[src/rtl/uart_rx_pkg.sv]
// Shared constants and helpers for the UART receive datapath.
// Widths, legal oversampling ratios and the mid-bit sample point.
package uart_rx_pkg;

  localparam int EDGE_W = 5;
  localparam int BIT_W  = 4;
  localparam int PS_W   = 6;

  localparam logic [PS_W-1:0] PRESCALE_8  = 6'd8;
  localparam logic [PS_W-1:0] PRESCALE_16 = 6'd16;
  localparam logic [PS_W-1:0] PRESCALE_32 = 6'd32;

  localparam logic [BIT_W-1:0] MAX_BIT = 4'd15;

  function automatic logic maj3(
    input logic a,
    input logic b,
    input logic c
  );
    return (a & b) | (a & c) | (b & c);
  endfunction

  // Centre edge of a bit: Prescale/2 - 1
  function automatic logic [EDGE_W-1:0] mid_point(
    input logic [PS_W-1:0] ps
  );
    return EDGE_W'((ps >> 1) - PS_W'(1));
  endfunction

endpackage

[src/rtl/uart_rx_edge_bit_counter.sv]
// Oversample edge counter and saturating bit counter.
// Both clear whenever the receive FSM drops cnt_en.
module uart_rx_edge_bit_counter
  import uart_rx_pkg::*;
(
  input  logic              CLK,
  input  logic              RST,
  input  logic [PS_W-1:0]   Prescale,
  input  logic              cnt_en,
  output logic [EDGE_W-1:0] edge_cnt,
  output logic [BIT_W-1:0]  bit_cnt
);

  logic edge_last;

  assign edge_last =
    (edge_cnt == EDGE_W'(Prescale - PS_W'(1)));

  always_ff @(posedge CLK) begin
    if (RST) begin
      edge_cnt <= '0;
      bit_cnt  <= '0;
    end else if (!cnt_en) begin
      edge_cnt <= '0;
      bit_cnt  <= '0;
    end else if (edge_last) begin
      edge_cnt <= '0;
      if (bit_cnt != MAX_BIT)
        bit_cnt <= bit_cnt + 4'd1;
    end else begin
      edge_cnt <= edge_cnt + 5'd1;
    end
  end

endmodule

[src/rtl/uart_rx_edge_sampler.sv]
// UART receive mid-bit sampler with 3-point majority vote.
// Counters live in uart_rx_edge_bit_counter.
module uart_rx_edge_sampler
  import uart_rx_pkg::*;
(
  input  logic              CLK,
  input  logic              RST,
  input  logic [PS_W-1:0]   Prescale,
  input  logic              RX_IN,
  input  logic              cnt_en,
  input  logic              dat_samp_en,
  output logic [EDGE_W-1:0] edge_cnt,
  output logic [BIT_W-1:0]  bit_cnt,
  output logic              sampled_bit,
  output logic              samp_valid
);

  logic [EDGE_W-1:0] mid;
  logic              at_s0;
  logic              at_s1;
  logic              at_vote;
  logic              s0;
  logic              s1;

  uart_rx_edge_bit_counter u_cnt (
    .CLK      (CLK),
    .RST      (RST),
    .Prescale (Prescale),
    .cnt_en   (cnt_en),
    .edge_cnt (edge_cnt),
    .bit_cnt  (bit_cnt)
  );

  assign mid     = mid_point(Prescale);
  assign at_s0   = (edge_cnt == mid - 5'd1);
  assign at_s1   = (edge_cnt == mid);
  assign at_vote = (edge_cnt == mid + 5'd1);

  // Partial captures revert to idle when counting stops
  always_ff @(posedge CLK) begin
    if (RST) begin
      s0          <= 1'b1;
      s1          <= 1'b1;
      sampled_bit <= 1'b1;
      samp_valid  <= 1'b0;
    end else begin
      samp_valid <= 1'b0;
      if (!cnt_en) begin
        s0 <= 1'b1;
        s1 <= 1'b1;
      end else if (dat_samp_en) begin
        unique case (1'b1)
          at_s0: s0 <= RX_IN;
          at_s1: s1 <= RX_IN;
          at_vote: begin
            sampled_bit <= maj3(s0, s1, RX_IN);
            samp_valid  <= 1'b1;
          end
          default: ;
        endcase
      end
    end
  end

endmodule

[config.mk]
export PLATFORM = sky130hd
export DESIGN_NAME = uart_rx_edge_sampler
export DESIGN_NICKNAME = d
export VERILOG_FILES = /design/src/rtl/uart_rx_pkg.sv /design/src/rtl/uart_rx_edge_bit_counter.sv /design/src/rtl/uart_rx_edge_sampler.sv
export SDC_FILE = /design/constraint.sdc
export NUM_CORES = 1
export LEC_CHECK = 0
export BUFFER_PORTS_ARGS = -buffer_cell sky130_fd_sc_hd__buf_2
export CORE_MARGIN = 2
export CORE_UTILIZATION = 57
export CTS_CLUSTER_SIZE = 28
export DETAILED_ROUTE_END_ITERATION = 10
export PLACE_DENSITY = 0.83
export SYNTH_ARGS = -nofsm -noshare
export SYNTH_HDL_FRONTEND = slang
export SYNTH_SLANG_ARGS = --single-unit
[constraint.sdc]
create_clock -name CLK -period 3.9 [get_ports CLK]
set_clock_uncertainty 0.15 [all_clocks]
set_input_delay 0.195 -clock CLK [delete_from_list [all_inputs] [get_ports CLK]]
set_output_delay 0.195 -clock CLK [all_outputs]
set_load 0.01 [all_outputs]
==> flow_summary.toml <==
[run_status]
status = "complete, no violations"

[setup_path]
crit_path_end_kind = "flop"
worstPathMaxFanout = 10
critPathLaunchType = "flop"
r2r_start = "u_cnt.edge_cnt[2]$_SDFF_PP0_"
timing.critical_path.buf_inv = 0
slowest_delay_ns = 0.57
path_cells = "nor4bb_1 -> o211ai_1 -> a311oi_4 -> nand4_1 -> mux2i_1 -> nor2_1"
worstSetupPathType = "reg -> reg"
crit_arrival_ns = 2.04
worstSetupStartpoint = "u_cnt.edge_cnt[2]$_SDFF_PP0_"
cpLargestDelayFamily = "flip-flops"
worstPathRequired_ns = 3.92
worst_path_max_delay_cell = "dfxtp_1"

[detailed_routing]
vias = 865
first_pass_iters = 4
drt_iter0_drc = 27
wire_per_inst_um = 13.1
ant_nets = 0
wl_um = 2070
drc = 0
vias_per_cell = 5.47

[synth]
avgSynthCellArea_sq_um = 8.36
synth.distinct_cells = 32
post-synth-top-area-cell = "dfxtp_1"
synth_nets = 137
ys_seq_elements = 13
ys_seq_area_share_pct = 25.9
ys.flop_type = "dfxtp_1"
yosys_warnings = 0
synth.most_common_cell = "nor2_1"
async_reset_ff_share_pct = 0
syn_inst = 120
synth_edf_count = 0
synth_top_area_share_pct = 25.9
syn_area_sq_mm = 0.00100
synth_common_cells = "17 x nor2_1, 16 x xnor2_1, 13 x dfxtp_1, 10 x xor2_1, 7 x nand3_1"
synth.area.top_cells = "dfxtp_1 26%, xnor2_1 14%, xor2_1 8.7%, ha_1 7.5%, nor2_1 6.4%"

[clock_network]
cts_tree = "yes"
postCtsSetupBuffers = 0
worstSkewPairLatency_ns = 0.29
numCtsBuffers = 3
htreeDepth = 1
clk_pin_slew_ns = 0.09
cts_sinks = 13
cts.path.max_buffers = 2
cts_root_buf = "clkbuf_4"

[global_route]
grt_pass1_vias = 825
grt-ovfl-total = 0
grt_use_total_pct = 23.1
grt_pass1_wl_um = 3440
grt_antenna_before_repair = 0
grt_max_degree = 11

[placed_design]
place_inst = 153
numPortBuffers = 21
gp_congestion = 0.910
place_ws_ns = 1.64
detailed_place_hpwl_um = 1650

[cells_and_area]
fin_cells = 158
final_util_pct = 67.7
multi_input_area_sq_um = 702
seq_area_sq_um = 260
fillCellCount = 149
final_nets = 159
diodes = 0
area_growth_pct = 14.0
drive_gt1_share_pct = 19.9

[floorplan]
die_w_um = 46.0
start_util_pct = 59.4
coreArea_sq_mm = 0.00169
dieArea_sq_mm = 0.00211
die_height_um = 46.0
rows = 15
pin_count = 22

[sta]
relSlewSlack_pct = 71.1
finalSetupTns_ns = 0
rsz0062_at_grt = "no"
period_minus_slack_ns = 2.02
finalHoldWorstSlack_ns = 0.0103
slew_violations = 0
worst_pin_slew_ns = 0.431
setup-violations-final = 0
worst_slack_ns = 1.88
finalHoldViolCount = 0
max_freq_mhz = 496
period_share_pct = 51.7

[run]
maxCapViolations = 0

[pwr]
peakVddDrop_v = 0.000232
powerDensity_mw_per_mm2 = 259
power_leakage_nw = 0.493

[worst_hold_path]
hp-start = "RX_IN"
hold_class = "in -> reg"
[flip-flops by register name (all words and copies together) (netlist names)]
name            count
s0                  1
samp_valid          1
u_cnt.bit_cnt       4
sampled_bit         1
u_cnt.edge_cnt      5
s1                  1
[worst reg2reg max path, stage by stage, from the launching register on]
cell	delay [ns]
dfxtp_1	0.57
nor4bb_1	0.27
o211ai_1	0.16
a311oi_4	0.38
nand4_1	0.16
mux2i_1	0.16
nor2_1	0.05
[worst paths after layout]
kind / endpoint / slack (ns) / depth (start not counted)
hold reg to reg: s1$_SDFFE_PP1P_ / 0.35 / 2
setup reg to reg: u_cnt.bit_cnt[3]$_SDFFE_PP0P_ / 1.88 / 6
setup / recovery: u_cnt.bit_cnt[3]$_SDFFE_PP0P_ / 1.88 / 6
hold / removal: s1$_SDFFE_PP1P_ / 0.01 / 3
[layer usage]
layer  global-route usage [%]  vias to the layer above  share of wire [%]
met4                     11.4                        0                1.7
li1                         -                      441                  -
met5                        0                        -                  0
met3                     5.16                        5                3.6
met1                     28.6                      400                 46
met2                     37.2                       19                 48
[cell families (layout without fill, tap and decap cells)]
group                    count (synthesis)  after routing  share of synthesized area (%)
adder cells (fa/ha/maj)                  7              7                           8.48
buffers and inverters                   10             31                           4.11
XOR/XNOR                                26             26                           22.7
flip-flops                              13             13                           25.9
AND/OR/NAND/NOR                         49             49                           25.3
AO/OA/AOI/OAI                           10             10                           8.48
multiplexers                             5              5                           4.99
[cell usage in the layout, fill, tap and decap left out, types with 2 or more instances in the layout]
master / synthesis / routed
nor3b_1: 2 / 2
xnor2_1: 16 / 16
nor2b_1: 3 / 3
dfxtp_1: 13 / 13
nand2_1: 6 / 6
mux2i_1: 5 / 5
nor2_1: 17 / 17
clkbuf_4: 0 / 3
inv_1: 5 / 5
a31oi_1: 2 / 2
nor4_1: 2 / 2
xor2_1: 10 / 10
ha_1: 6 / 6
nand2b_1: 2 / 2
buf_2: 3 / 21
nand3_1: 7 / 7
nor3_1: 3 / 3
o21ai_1: 2 / 2
[what timing repair did]
action | in CTS | in global routing
hold buffers | 1 | 0
resized for setup | 0 | 0
hold endpoints to repair | 1 | 0
[area by class of cell]
class	instances	area share, %
Sequential cell	13	22.8
Clock buffer	4	2.30
Timing Repair Buffer	22	10.1
Multi-Input combinational cell	97	61.4
Inverter	5	1.64
Tap cell	17	1.86
[per-stage QoR]
stage	cell area (sq um)	power (mW)
global placement	1110	0.205
global route	1140	0.310
detailed placement	1110	0.208
CTS	1140	0.295
floorplan	1000	0.191
finish	1140	0.296
[power by group]
part / switching [mW] / internal [mW] / total (mW)
Clock: 0.0503 / 0.0398 / 0.0901
Combinational: 0.0386 / 0.0302 / 0.0689
Sequential: 0.00289 / 0.134 / 0.137
Total: 0.0918 / 0.204 / 0.296
No activity file was read; power rests on OpenSTA's default activity.
